File: src/rtl/lsu_sram_ctrl_if.sv
// Request/response handshake between the execute stage (master) and the
// load/store unit (slave). Widths follow the unit's DATA_W / ADDR_W.
interface lsu_sram_ctrl_if #(
  parameter int DATA_W = 32,
  parameter int ADDR_W = 32
);
  logic              req_valid;
  logic              req_ready;
  logic              req_store;
  logic [1:0]        req_size;
  logic              req_unsigned;
  logic [ADDR_W-1:0] req_addr;
  logic [DATA_W-1:0] req_wdata;
  logic              resp_valid;
  logic              resp_ready;
  logic [DATA_W-1:0] resp_rdata;
  logic              resp_ale;

  modport master (
    output req_valid, req_store, req_size, req_unsigned, req_addr, req_wdata,
    output resp_ready,
    input  req_ready, resp_valid, resp_rdata, resp_ale
  );

  modport slave (
    input  req_valid, req_store, req_size, req_unsigned, req_addr, req_wdata,
    input  resp_ready,
    output req_ready, resp_valid, resp_rdata, resp_ale
  );
endinterface

File: src/rtl/lsu_sram_ctrl.sv
// lsu_sram_ctrl: load/store unit between the execute stage and the data SRAM.
// One transaction in flight; FSM IDLE -> ACCESS -> (WAIT) -> RESP.
// Byte strobes and lane-replicated store data, sign/zero-extended loads,
// RD_LAT-cycle SRAM read latency.
// Optional feature macro: LSU_ALE_EN (misaligned accesses return resp_ale=1
// without touching the SRAM; when undefined the address is naturally aligned
// and the access proceeds).
module lsu_sram_ctrl #(
  parameter int DATA_W = 32,
  parameter int ADDR_W = 32,
  parameter int RD_LAT = 1
) (
  input  logic                clk,
  input  logic                reset,
  lsu_sram_ctrl_if.slave      lsu,
  output logic                data_sram_en_o,
  output logic [DATA_W/8-1:0] data_sram_we_o,
  output logic [ADDR_W-1:0]   data_sram_addr_o,
  output logic [DATA_W-1:0]   data_sram_wdata_o,
  input  logic [DATA_W-1:0]   data_sram_rdata_i
);

  localparam int         NB       = DATA_W / 8;
  localparam int         OFF_W    = $clog2(NB);
  localparam logic [1:0] MAX_SIZE = 2'(OFF_W);
  localparam logic [2:0] LAT      = 3'(RD_LAT);

  typedef enum logic [1:0] {
    S_IDLE   = 2'd0,
    S_ACCESS = 2'd1,
    S_WAIT   = 2'd2,
    S_RESP   = 2'd3
  } state_e;

  // Mask of the address bits that must be zero for a naturally aligned access.
  function automatic logic [OFF_W-1:0] size_mask(input logic [1:0] size);
    logic [OFF_W-1:0] m;
    m = '0;
    for (int i = 0; i < OFF_W; i++) begin
      m[i] = (i < int'(size));
    end
    return m;
  endfunction

  // Byte strobes: 2^size consecutive lanes starting at the byte offset.
  function automatic logic [NB-1:0] byte_strobe(input logic [1:0] size,
                                                input logic [OFF_W-1:0] off);
    logic [NB-1:0] s;
    int            n;
    n = 32'sd1 << size;
    for (int i = 0; i < NB; i++) begin
      s[i] = (i >= int'(off)) && (i < (int'(off) + n));
    end
    return s;
  endfunction

  // Replicate the low 2^size bytes of the store data across every lane.
  function automatic logic [DATA_W-1:0] replicate(input logic [1:0] size,
                                                  input logic [DATA_W-1:0] wd);
    logic [DATA_W-1:0] r;
    int                n;
    n = 32'sd1 << size;
    for (int i = 0; i < NB; i++) begin
      r[8*i +: 8] = wd[8*(i & (n - 32'sd1)) +: 8];
    end
    return r;
  endfunction

  // Keep the low 2^size bytes and sign- or zero-extend to the full width.
  function automatic logic [DATA_W-1:0] extend(input logic [1:0] size,
                                               input logic uns,
                                               input logic [DATA_W-1:0] d);
    logic [DATA_W-1:0] r;
    logic              fill;
    int                nbits;
    nbits = 32'sd8 << size;
    fill  = uns ? 1'b0 : d[nbits-1];
    for (int b = 0; b < DATA_W; b++) begin
      r[b] = (b < nbits) ? d[b] : fill;
    end
    return r;
  endfunction

  state_e            state_q, state_d;
  logic              store_q, store_d;
  logic [1:0]        size_q, size_d;
  logic              uns_q, uns_d;
  logic [OFF_W-1:0]  off_q, off_d;
  logic [ADDR_W-1:0] saddr_q, saddr_d;
  logic [NB-1:0]     we_q, we_d;
  logic [DATA_W-1:0] wdata_q, wdata_d;
  logic [DATA_W-1:0] rdata_q, rdata_d;
  logic              ale_q, ale_d;
  logic [2:0]        cnt_q, cnt_d;

  logic [1:0]        size_eff_s;
  logic [OFF_W-1:0]  low_s;
  logic [OFF_W-1:0]  off_s;
  logic              ale_s;
  logic [DATA_W-1:0] shifted_s;

  // Decode the incoming request: clamp size, compute offset and alignment error.
  always_comb begin
    size_eff_s = (lsu.req_size > MAX_SIZE) ? MAX_SIZE : lsu.req_size;
    low_s      = lsu.req_addr[OFF_W-1:0];
`ifdef LSU_ALE_EN
    off_s      = low_s;
    ale_s      = |(low_s & size_mask(size_eff_s));
`else
    off_s      = low_s & ~size_mask(size_eff_s);
    ale_s      = 1'b0;
`endif
  end

  // Right-justify the addressed bytes of the SRAM word (shift at full width).
  always_comb begin
    shifted_s = data_sram_rdata_i >> {off_q, 3'b000};
  end

  // State register.
  always_ff @(posedge clk or posedge reset) begin
    if (reset) begin
      state_q <= S_IDLE;
    end else begin
      state_q <= state_d;
    end
  end

  // Next-state logic.
  always_comb begin
    state_d = state_q;
    case (state_q)
      S_IDLE: begin
        if (lsu.req_valid) begin
          state_d = ale_s ? S_RESP : S_ACCESS;
        end else begin
          state_d = S_IDLE;
        end
      end
      S_ACCESS: begin
        if (store_q) begin
          state_d = S_RESP;
        end else begin
          state_d = S_WAIT;
        end
      end
      S_WAIT: begin
        if (cnt_q == 3'd1) begin
          state_d = S_RESP;
        end else begin
          state_d = S_WAIT;
        end
      end
      S_RESP: begin
        if (lsu.resp_ready) begin
          state_d = S_IDLE;
        end else begin
          state_d = S_RESP;
        end
      end
      default: state_d = S_IDLE;
    endcase
  end

  // Datapath next-state: latch request, arm latency counter, capture load data.
  always_comb begin
    store_d = store_q;
    size_d  = size_q;
    uns_d   = uns_q;
    off_d   = off_q;
    saddr_d = saddr_q;
    we_d    = we_q;
    wdata_d = wdata_q;
    rdata_d = rdata_q;
    ale_d   = ale_q;
    cnt_d   = cnt_q;
    case (state_q)
      S_IDLE: begin
        if (lsu.req_valid) begin
          store_d = lsu.req_store;
          size_d  = size_eff_s;
          uns_d   = lsu.req_unsigned;
          off_d   = off_s;
          saddr_d = {lsu.req_addr[ADDR_W-1:OFF_W], {OFF_W{1'b0}}};
          we_d    = lsu.req_store ? byte_strobe(size_eff_s, off_s) : {NB{1'b0}};
          wdata_d = lsu.req_store ? replicate(size_eff_s, lsu.req_wdata) : {DATA_W{1'b0}};
          rdata_d = {DATA_W{1'b0}};
          ale_d   = ale_s;
          cnt_d   = 3'd0;
        end else begin
          cnt_d   = 3'd0;
        end
      end
      S_ACCESS: begin
        if (store_q) begin
          cnt_d = 3'd0;
        end else begin
          cnt_d = LAT;
        end
      end
      S_WAIT: begin
        cnt_d = cnt_q - 3'd1;
        if (cnt_q == 3'd1) begin
          rdata_d = extend(size_q, uns_q, shifted_s);
        end else begin
          rdata_d = rdata_q;
        end
      end
      S_RESP: begin
        cnt_d = 3'd0;
      end
      default: begin
        cnt_d = 3'd0;
      end
    endcase
  end

  // Datapath registers; reset clears everything so an aborted access leaves no trace.
  always_ff @(posedge clk or posedge reset) begin
    if (reset) begin
      store_q <= 1'b0;
      size_q  <= 2'd0;
      uns_q   <= 1'b0;
      off_q   <= {OFF_W{1'b0}};
      saddr_q <= {ADDR_W{1'b0}};
      we_q    <= {NB{1'b0}};
      wdata_q <= {DATA_W{1'b0}};
      rdata_q <= {DATA_W{1'b0}};
      ale_q   <= 1'b0;
      cnt_q   <= 3'd0;
    end else begin
      store_q <= store_d;
      size_q  <= size_d;
      uns_q   <= uns_d;
      off_q   <= off_d;
      saddr_q <= saddr_d;
      we_q    <= we_d;
      wdata_q <= wdata_d;
      rdata_q <= rdata_d;
      ale_q   <= ale_d;
      cnt_q   <= cnt_d;
    end
  end

  // Outputs decoded purely from registered state; SRAM strobes live only in ACCESS.
  // Without LSU_ALE_EN ale_q can never be set, so resp_ale stays 0.
  always_comb begin
    lsu.req_ready     = 1'b0;
    lsu.resp_valid    = 1'b0;
    data_sram_en_o    = 1'b0;
    data_sram_we_o    = {NB{1'b0}};
    data_sram_addr_o  = {ADDR_W{1'b0}};
    data_sram_wdata_o = {DATA_W{1'b0}};
    case (state_q)
      S_IDLE: begin
        lsu.req_ready = 1'b1;
      end
      S_ACCESS: begin
        data_sram_en_o    = 1'b1;
        data_sram_we_o    = we_q;
        data_sram_addr_o  = saddr_q;
        data_sram_wdata_o = wdata_q;
      end
      S_WAIT: begin
        lsu.req_ready = 1'b0;
      end
      S_RESP: begin
        lsu.resp_valid = 1'b1;
      end
      default: begin
        lsu.req_ready = 1'b0;
      end
    endcase
    lsu.resp_rdata = rdata_q;
    lsu.resp_ale   = ale_q;
  end

endmodule

File: src/flat_wrapper.sv
// flat-port wrapper written by rule: the top's interface ports become plain ports
module lsu_sram_ctrl_flat 
#(
  parameter int DATA_W = 32,
  parameter int ADDR_W = 32,
  parameter int RD_LAT = 1
)
  (clk, reset, data_sram_en_o, data_sram_we_o, data_sram_addr_o, data_sram_wdata_o, data_sram_rdata_i, lsu_req_valid, lsu_req_store, lsu_req_size, lsu_req_unsigned, lsu_req_addr, lsu_req_wdata, lsu_resp_ready, lsu_req_ready, lsu_resp_valid, lsu_resp_rdata, lsu_resp_ale);
  lsu_sram_ctrl_if #(.DATA_W(DATA_W), .ADDR_W(ADDR_W)) lsu_i ();
  input  logic clk;
  input  logic reset;
  output logic data_sram_en_o;
  output logic [DATA_W/8-1:0] data_sram_we_o;
  output logic [ADDR_W-1:0] data_sram_addr_o;
  output logic [DATA_W-1:0] data_sram_wdata_o;
  input  logic [DATA_W-1:0] data_sram_rdata_i;
  input wire logic [$bits(lsu_i.req_valid)-1:0] lsu_req_valid;
  input wire logic [$bits(lsu_i.req_store)-1:0] lsu_req_store;
  input wire logic [$bits(lsu_i.req_size)-1:0] lsu_req_size;
  input wire logic [$bits(lsu_i.req_unsigned)-1:0] lsu_req_unsigned;
  input wire logic [$bits(lsu_i.req_addr)-1:0] lsu_req_addr;
  input wire logic [$bits(lsu_i.req_wdata)-1:0] lsu_req_wdata;
  input wire logic [$bits(lsu_i.resp_ready)-1:0] lsu_resp_ready;
  output wire logic [$bits(lsu_i.req_ready)-1:0] lsu_req_ready;
  output wire logic [$bits(lsu_i.resp_valid)-1:0] lsu_resp_valid;
  output wire logic [$bits(lsu_i.resp_rdata)-1:0] lsu_resp_rdata;
  output wire logic [$bits(lsu_i.resp_ale)-1:0] lsu_resp_ale;
  assign lsu_i.req_valid = lsu_req_valid;
  assign lsu_i.req_store = lsu_req_store;
  assign lsu_i.req_size = lsu_req_size;
  assign lsu_i.req_unsigned = lsu_req_unsigned;
  assign lsu_i.req_addr = lsu_req_addr;
  assign lsu_i.req_wdata = lsu_req_wdata;
  assign lsu_i.resp_ready = lsu_resp_ready;
  assign lsu_req_ready = lsu_i.req_ready;
  assign lsu_resp_valid = lsu_i.resp_valid;
  assign lsu_resp_rdata = lsu_i.resp_rdata;
  assign lsu_resp_ale = lsu_i.resp_ale;
  lsu_sram_ctrl #(.DATA_W(DATA_W), .ADDR_W(ADDR_W), .RD_LAT(RD_LAT)) u_core (.clk(clk), .reset(reset), .lsu(lsu_i), .data_sram_en_o(data_sram_en_o), .data_sram_we_o(data_sram_we_o), .data_sram_addr_o(data_sram_addr_o), .data_sram_wdata_o(data_sram_wdata_o), .data_sram_rdata_i(data_sram_rdata_i));
endmodule
File: config.mk
export PLATFORM = sky130hd
export DESIGN_NAME = lsu_sram_ctrl_flat
export DESIGN_NICKNAME = d
export VERILOG_FILES = /design/src/rtl/lsu_sram_ctrl_if.sv /design/src/rtl/lsu_sram_ctrl.sv /design/src/flat_wrapper.sv
export SDC_FILE = /design/constraint.sdc
export NUM_CORES = 1
export LEC_CHECK = 0
export ABC_AREA = 0
export BUFFER_PORTS_ARGS = -buffer_cell sky130_fd_sc_hd__buf_2
export CAP_MARGIN = 25
export CORE_MARGIN = 2
export CORE_UTILIZATION = 30
export CTS_CLUSTER_DIAMETER = 80
export CTS_CLUSTER_SIZE = 20
export DETAILED_ROUTE_END_ITERATION = 6
export GPL_ROUTABILITY_DRIVEN = 1
export SETUP_SLACK_MARGIN = 0.15
export SYNTH_ARGS = -nofsm -noshare
export SYNTH_HDL_FRONTEND = slang
export SYNTH_SLANG_ARGS = --single-unit
File: constraint.sdc
create_clock -name clk -period 4.33 [get_ports clk]
set_input_delay 0.433 -clock clk [delete_from_list [all_inputs] [get_ports clk]]
set_output_delay 0.433 -clock clk [all_outputs]
set_load 0.05 [all_outputs]
==> reports/qor_table.md, run 1 <==
| Parameter | Reported |
| --- | --- |
| Status | finished, final reports clean |
| ANT nets after route | 0 |
| TritonCTS clock tree | built |
| Synthesized area divided by synthesized cell count | 9.24 um^2 |
| Routed via count divided by cell count | 4.77 |
| Setup slack after placement | 1.70 ns |
| Data arrival at the endpoint of the critical path | 2.33 ns |
| Actual transition at the worst max-transition pin | 0.937 ns |
| Post-synthesis sequential element count | 109 |
| Clock-pin slew on the worst setup and hold paths | 0.07 ns |
| Worst hold-check path type | in -> async |
| Type of origin of the critical path | flop |
| Fraction of final layout cells sized beyond drive strength 1 | 0.327 |
| Prevailing post-synth register cell | sky130_fd_sc_hd__dfrtp_1 |
| Insertion delay to the later sink of the worst-skew pair | 0.36 ns |
| Layout net count | 905 |
| Area of the die | 20,100 um^2 |
| Number of max-capacitance violations reported | 0 |
| Synthesized instance count | 615 |
| Number of buffers added by the clock tree synthesis step | 9 |
| Hold-fix buffers, CTS | 0 |
| Critical path start-end classification | reg -> out |
| Smallest hold slack | 0.204 ns |
| Final standard cell utilization of the core | 0.385 |
| Count of unresolved DRC violations after routing | 0 |
| Number of diodes | 0 |
| Cell area after synthesis | 5680 um^2 |
| Post-layout worst setup margin | 1.56 ns |
| Total gr overflow | 0 |
| Period utilization | 0.639 |
| Crit path max-delay family | simple AND/OR/NAND/NOR gates |
| Final hold violations | 0 |
| Port buffer count | 204 |
| Number of synthesized flops with an enable pin | 0 |
| Core Box Area | 18,600 um^2 |
| Top-level port count | 208 |
| Cell at the root of the clock tree | sky130_fd_sc_hd__clkbuf_16 |
| X dimension of the die | 142 um |
| Post-route setup TNS | 0 ns |
| Top achievable clock speed | 362 MHz |
| Leak pwr | 3.89 nW |
| Number of global-route vias before repair | 4,862 |
| Total number of vias | 4,942 |
| IR Drop Worst-Case VDD | 209 uV |
| Clock tree buffer depth | 2 |
| Series of cell instances along the critical path | and2b_2 -> buf_4 -> and2_1 -> buf_2 |
| Final setup violation count | 0 |
| Post-CTS Setup Repair Bufs | 0 |
| Time the worst path needs with I/O delays and setup | 2.77 ns |
| Worst slew slack as a fraction of its limit | 0.374 |
| Clock tree skew after final layout | 0.00859 ns |
| First-pass GRT wire length | 26,700 um |
| Floorplan row count | 50 |
| Stage delay of the slowest cell on the critical path | 0.68 ns |
| Number of sinks on the clock net | 109 |
| Synth unique cells | 47 |
| Largest fanout on the critical path | 41 |
| Final routed wire length divided by cell count | 16.3 um |
| Power per standard cell area | 648 nW/um^2 |
| Setup repair after global routing missed its margin | false |
| CTS H-tree depth | 3 |
| HPWL Detailed | 11,900 um |
| Crit path capture type | output pin |
| Total global routing track utilization | 0.170 |
| Post-Layout Inst Area | 7180 um^2 |
| Placed instance area | 6900 um^2 |
| Crit path buffers/inverters | 2 |
| Detailed-routing iteration count for the pre-antenna-repair pass | 4 |
| Worst endpoint required time | 3.90 ns |
| Sum of met2 wire segment lengths after detailed routing | 7540 um |
| Maximum number of pins on one net before global-route repair | 93 |
| Share of synthesized flip-flops with an asynchronous set or reset | 1.00 |
| Initial detailed-routing violation count | 237 |
| Share of synthesized area occupied by flip-flops and latches | 0.480 |
| Vertical extent of the die | 142 um |
| Yosys warns | 0 |
| Slowest CP cell | sky130_fd_sc_hd__and2b_2 |
| Total count of max-transition violations in the final report | 0 |
| Initial cell density of the core | 0.305 |
| Post-cts sizing count | 0 |
| Post-Route M1 WL | 7660 um |
| Final Wtd Congestion | 0.805 |
| Met3 Routed Length | 1400 um |
| Area delta synth->final | 26.4% |
| Routed wire length | 16,900 um |
| Initial antenna violation count | 1 |
| Top layer in use | met5 |
sequential cells by signal, indices dropped and copies added (netlist names):
signal / flops
u_core.size_q: 2
u_core.store_q: 1
u_core.off_q: 2
u_core.saddr_q: 30
u_core.uns_q: 1
u_core.we_q: 4
u_core.state_q: 2
u_core.wdata_q: 32
u_core.cnt_q: 3
u_core.lsu.resp_rdata: 32
routing by layer:
metal | global-route usage | up-vias
li1 | - | 2410
met1 | 0.227 | 2344
met2 | 0.263 | 171
met3 | 0.0503 | 15
met4 | 0.0568 | 2
met5 | 0 | -
final timing paths:
kind / start / endpoint / slack (ns) / cells past startpoint
max in group asynchronous: reset / u_core.uns_q / 3.25 / 3
min: reset / u_core.saddr_q[26] / 0.20 / 2
min reg2reg: u_core.saddr_q[10] / u_core.saddr_q[10] / 0.47 / 2
max reg2reg: u_core.off_q[1] / u_core.lsu.resp_rdata[9] / 1.87 / 4
min in group clk: lsu_req_addr[12] / u_core.saddr_q[12] / 0.26 / 3
max: u_core.state_q[1] / data_sram_addr_o[6] / 1.56 / 4
Yosys cell counts, types with 2 or more instances:
master / n / area, um^2
sky130_fd_sc_hd__a22o_1: 16 / 140
sky130_fd_sc_hd__and2_1: 68 / 425
sky130_fd_sc_hd__buf_1: 3 / 11.3
sky130_fd_sc_hd__inv_1: 9 / 33.8
sky130_fd_sc_hd__mux2i_1: 38 / 380
sky130_fd_sc_hd__nor3_1: 3 / 15.0
sky130_fd_sc_hd__o21ai_0: 46 / 230
sky130_fd_sc_hd__nand3_1: 6 / 30.0
sky130_fd_sc_hd__a21oi_1: 25 / 125
sky130_fd_sc_hd__clkbuf_1: 34 / 128
sky130_fd_sc_hd__nor2b_1: 4 / 25.0
sky130_fd_sc_hd__buf_6: 2 / 22.5
sky130_fd_sc_hd__buf_4: 4 / 30.0
sky130_fd_sc_hd__nor3b_1: 3 / 22.5
sky130_fd_sc_hd__nand2b_1: 4 / 25.0
sky130_fd_sc_hd__nand2_1: 144 / 541
sky130_fd_sc_hd__buf_2: 4 / 20.0
sky130_fd_sc_hd__ha_1: 4 / 50.1
sky130_fd_sc_hd__nor2_1: 28 / 105
sky130_fd_sc_hd__o31ai_1: 2 / 15.0
sky130_fd_sc_hd__mux2_2: 10 / 113
sky130_fd_sc_hd__nand3_2: 10 / 100
sky130_fd_sc_hd__dfrtp_1: 109 / 2730
sky130_fd_sc_hd__a22oi_1: 16 / 120
kinds of logic after synthesis:
group	after synthesis	share of synthesized area
and+or+nand+nor	280	0.245
AOI/OAI and AO/OA	113	0.126
DFF	109	0.480
buffers and inverters	57	0.0438
muxes	49	0.0907
adders and majority gates	5	0.0123
other	1	0.000660
xor gates and xnor gates	1	0.00154
stage by stage:
step | cells | power (mW)
after detailed placement | 1019 | 3.88
final | 1035 | 4.65
after global placement | 1017 | 3.81
after global routing | 1035 | 5.00
after floorplan | 617 | 3.31
after CTS | 1035 | 4.72
final cells by class:
cell class	count	area, um^2
fillers	1933	11500
flip-flops and latches	109	2730
multi-input cells	451	2720
repair buffers	215	1120
well taps	234	293
clock buffers	10	229
clock inverters	6	57.6
inverters	10	40.0
cells in the final DEF (no fill, tap or decap), types with 2 or more instances in the layout:
cell	netlist	routed
sky130_fd_sc_hd__clkbuf_16	0	9
sky130_fd_sc_hd__o21ai_0	46	46
sky130_fd_sc_hd__ha_1	4	4
sky130_fd_sc_hd__and2_1	68	68
sky130_fd_sc_hd__o31ai_1	2	2
sky130_fd_sc_hd__a22oi_1	16	16
sky130_fd_sc_hd__a21oi_1	25	25
sky130_fd_sc_hd__nor2_1	28	28
sky130_fd_sc_hd__nand3_2	10	10
sky130_fd_sc_hd__clkinv_4	0	4
sky130_fd_sc_hd__nor3b_1	3	3
sky130_fd_sc_hd__inv_8	0	2
sky130_fd_sc_hd__dfrtp_1	109	109
sky130_fd_sc_hd__nor3_1	3	3
sky130_fd_sc_hd__buf_4	4	9
sky130_fd_sc_hd__nand2b_1	4	4
sky130_fd_sc_hd__nor2b_1	4	4
sky130_fd_sc_hd__mux2i_1	38	38
sky130_fd_sc_hd__conb_1	1	3
sky130_fd_sc_hd__buf_2	4	205
sky130_fd_sc_hd__nand3_1	6	6
sky130_fd_sc_hd__nand2_1	144	144
sky130_fd_sc_hd__mux2_2	10	10
sky130_fd_sc_hd__or3b_4	1	2
sky130_fd_sc_hd__a22o_1	16	16
sky130_fd_sc_hd__inv_1	9	8
power breakdown:
group / switching (mW) / internal [mW]
Sequential: 0.259 / 1.43
Combinational: 1.45 / 0.696
Clock: 0.419 / 0.404
Note: power is estimated with default switching activity, not from simulation.
==> run 2, diff against run 1 <==
==> constraint.sdc (replaced) <==
create_clock -name clk -period 2.9 [get_ports clk]
set_input_delay 0.29 -clock clk [delete_from_list [all_inputs] [get_ports clk]]
set_output_delay 0.29 -clock clk [all_outputs]
set_load 0.05 [all_outputs]
==> run 2 against run 1 <==
Net effect: via count up 2.4%; register-to-register slack worse by 1.3 ns; sequential cell count stayed put; core utilization up 0.28 points; routed wire length is 0.44% lower; die area unchanged; hold slack got worse by 0.16 ns; clock skew is 0.0017 ns higher; first-iteration DRC count rose by 18%; design area up 0.73%; combinational power is 53% higher; critical path type unchanged; largest power group unchanged.
==> reports/qor_table.md, run 2 (synthesized netlist as in run 1, its figures left out) <==
| Parameter | Reported | vs previous |
| --- | --- | --- |
| Status | finished, final reports clean | unchanged |
| Post-layout worst setup margin | 0.510 ns | was 1.56 ns |
| Clock-pin slew on the worst setup and hold paths | 0.07 ns | about the same |
| Register-to-Register Path Depth | 5 | was 4 |
| Most frequent cells in the layout | 204 x sky130_fd_sc_hd__buf_2, 144 x sky130_fd_sc_hd__nand2_1, 109 x sky130_fd_sc_hd__dfrtp_1, 68 x sky130_fd_sc_hd__and2_1, 46 x sky130_fd_sc_hd__o21ai_0 | was 205 x sky130_fd_sc_hd__buf_2, 144 x sky130_fd_sc_hd__nand2_1, 109 x sky130_fd_sc_hd__dfrtp_1, 68 x sky130_fd_sc_hd__and2_1, 46 x sky130_fd_sc_hd__o21ai_0 |
| Cell at the root of the clock tree | sky130_fd_sc_hd__clkbuf_16 | unchanged |
| Routed wire length | 16,800 um | was 16,900 um |
| Setup slack, reg-to-reg | 0.55 ns | was 1.87 ns |
| HPWL Detailed | 11,900 um | about the same |
| Maximum number of pins on one net before global-route repair | 110 | was 93 |
| Number of global-route vias before repair | 4,950 | was 4,862 |
| Number of buffers added by the clock tree synthesis step | 9 | unchanged |
| Initial detailed-routing violation count | 279 | was 237 |
| Detailed-routing iteration count for the pre-antenna-repair pass | 4 | unchanged |
| Area delta synth->final | 27.4% | was 26.4% |
| Met1 Use GR | 0.219 | was 0.227 |
| Core Box Area | 18,600 um^2 | unchanged |
| Crit path capture type | output pin | unchanged |
| Global route hottest layer | met2 | unchanged |
| Clock tree buffer depth | 2 | unchanged |
| Data arrival at the endpoint of the critical path | 2.10 ns | was 2.33 ns |
| Post-cts sizing count | 0 | unchanged |
| Initial antenna violation count | 0 | was 1 |
| Critical path start-end classification | reg -> out | unchanged |
| Fillcell total | 1,930 | was 1,933 |
| Count of unresolved DRC violations after routing | 0 | unchanged |
| Worst slew slack as a fraction of its limit | 0.377 | was 0.374 |
| Largest fanout on the critical path | 44 | was 41 |
| Number of sinks on the clock net | 109 | unchanged |
| Vertical extent of the die | 142 um | unchanged |
| Number of diodes | 0 | unchanged |
| ANT nets after route | 0 | unchanged |
| Floorplan row count | 50 | unchanged |
| TritonCTS clock tree | built | unchanged |
| Leak pwr | 3.91 nW | was 3.89 nW |
| Placed instance count | 1,022 | was 1,019 |
| X dimension of the die | 142 um | unchanged |
| Placed instance area | 6930 um^2 | was 6900 um^2 |
| Fraction of final layout cells sized beyond drive strength 1 | 0.331 | was 0.327 |
| Final Wtd Congestion | 0.833 | was 0.805 |
| Post-Layout Inst Area | 7240 um^2 | was 7180 um^2 |
| Time the worst path needs with I/O delays and setup | 2.39 ns |  |
| IR Drop Worst-Case VDD | 308 uV | was 209 uV |
| Final standard cell utilization of the core | 0.388 | was 0.385 |
| Actual transition at the worst max-transition pin | 0.932 ns | was 0.937 ns |
| GR Util met2 | 0.264 | was 0.263 |
| Area of the multi-input gates | 2720 um^2 | unchanged |
| Reg area | 2730 um^2 | unchanged |
| Layout net count | 909 | was 905 |
| GR Util met3 | 0.0520 | was 0.0503 |
| Setup repair after global routing missed its margin | false | unchanged |
| Total gr overflow | 0 | unchanged |
| Final setup violation count | 0 | unchanged |
| Final hold violations | 0 | unchanged |
| Leading cell type in the layout, fill and taps excluded | sky130_fd_sc_hd__buf_2 | unchanged |
| Insertion delay to the later sink of the worst-skew pair | 0.36 ns | about the same |
| Top achievable clock speed | 418 MHz |  |
| CTS H-tree depth | 3 | unchanged |
| Period utilization | 0.824 |  |
| Final routed wire length divided by cell count | 16.2 um | was 16.3 um |
| Worst endpoint required time | 2.61 ns | was 3.90 ns |
| Area of the die | 20,100 um^2 | unchanged |
| Power per standard cell area | 967 nW/um^2 | was 648 nW/um^2 |
| Clock tree skew after final layout | 0.0103 ns | was 0.00859 ns |
| Post-CTS Setup Repair Bufs | 0 | unchanged |
| First-pass GRT wire length | 26,600 um | was 26,700 um |
| Count of non-filler cells in the finished layout | 1,038 | was 1,035 |
| Total number of vias | 5,059 | was 4,942 |
| Total count of max-transition violations in the final report | 0 | unchanged |
| Number of max-capacitance violations reported | 0 | unchanged |
| Type of origin of the critical path | flop | unchanged |
| Hold-fix buffers, CTS | 0 | unchanged |
| Routed via count divided by cell count | 4.87 | was 4.77 |
| Total global routing track utilization | 0.168 | was 0.170 |
| Worst hold-check path type | in -> async | unchanged |
| Top-level port count | 208 | unchanged |
| Initial cell density of the core | 0.305 | unchanged |
| Setup slack after placement | 0.567 ns | was 1.70 ns |
| Port buffer count | 204 | unchanged |
| Post-route setup TNS | 0 ns | unchanged |
run 2: changes by cell type in the layout (fill, tap and decap cells not counted):
cell / previous run / this run
sky130_fd_sc_hd__clkinvlp_4: 0 / 1
sky130_fd_sc_hd__buf_12: 0 / 2
sky130_fd_sc_hd__inv_6: 0 / 3
sky130_fd_sc_hd__inv_8: 2 / 1
sky130_fd_sc_hd__buf_4: 9 / 12
sky130_fd_sc_hd__buf_2: 205 / 204
sky130_fd_sc_hd__inv_4: 1 / 0
sky130_fd_sc_hd__clkbuf_1: 1 / 0
sky130_fd_sc_hd__clkinv_4: 4 / 2
run 2: area by class of cell:
cell class / count / area share
Tap cell: 234 / 0.0405
Clock inverter: 6 / 0.00761
Multi-Input combinational cell: 451 / 0.375
Clock buffer: 9 / 0.0311
Sequential cell: 109 / 0.377
Timing Repair Buffer: 219 / 0.163
Inverter: 10 / 0.00571
run 2: metrics by stage:
stage | hold WS, ns | total power, mW
detailed placement | 0.454 | 5.78
global placement | 0.449 | 5.74
finish | 0.0488 | 7.00
global route | 0.114 | 7.50
floorplan | 0.377 | 4.94
CTS | 0.107 | 7.02
run 2: worst max-delay path, stage by stage, from the launching register on:
cell                      delay (ns)
sky130_fd_sc_hd__dfrtp_1        0.46
sky130_fd_sc_hd__and2b_2        0.55
sky130_fd_sc_hd__buf_12         0.25
sky130_fd_sc_hd__and2_1         0.17
sky130_fd_sc_hd__buf_2          0.28
run 2: per-layer routing:
layer  up-vias  share of wire  wire [um]
li1       2418              -          -
met1      2413           0.43       7300
met2       207           0.45       7590
met3        21          0.092       1550
met4         0          0.021        345
met5         -              0          0
run 2: worst paths after layout:
kind                                   start                   endpoint
min                                    reset   u_core.lsu.resp_rdata[2]
min reg2reg                u_core.saddr_q[5]          u_core.saddr_q[5]
max reg2reg                 u_core.size_q[1]  u_core.lsu.resp_rdata[30]
min in group clk            lsu_req_addr[15]         u_core.saddr_q[15]
max                        u_core.state_q[1]      data_sram_wdata_o[24]
max in group asynchronous              reset             u_core.store_q
run 2: where the power goes:
part           switching [mW]  internal (mW)
clock                   0.621          0.598
combinational            2.22           1.07
sequential              0.356           2.13
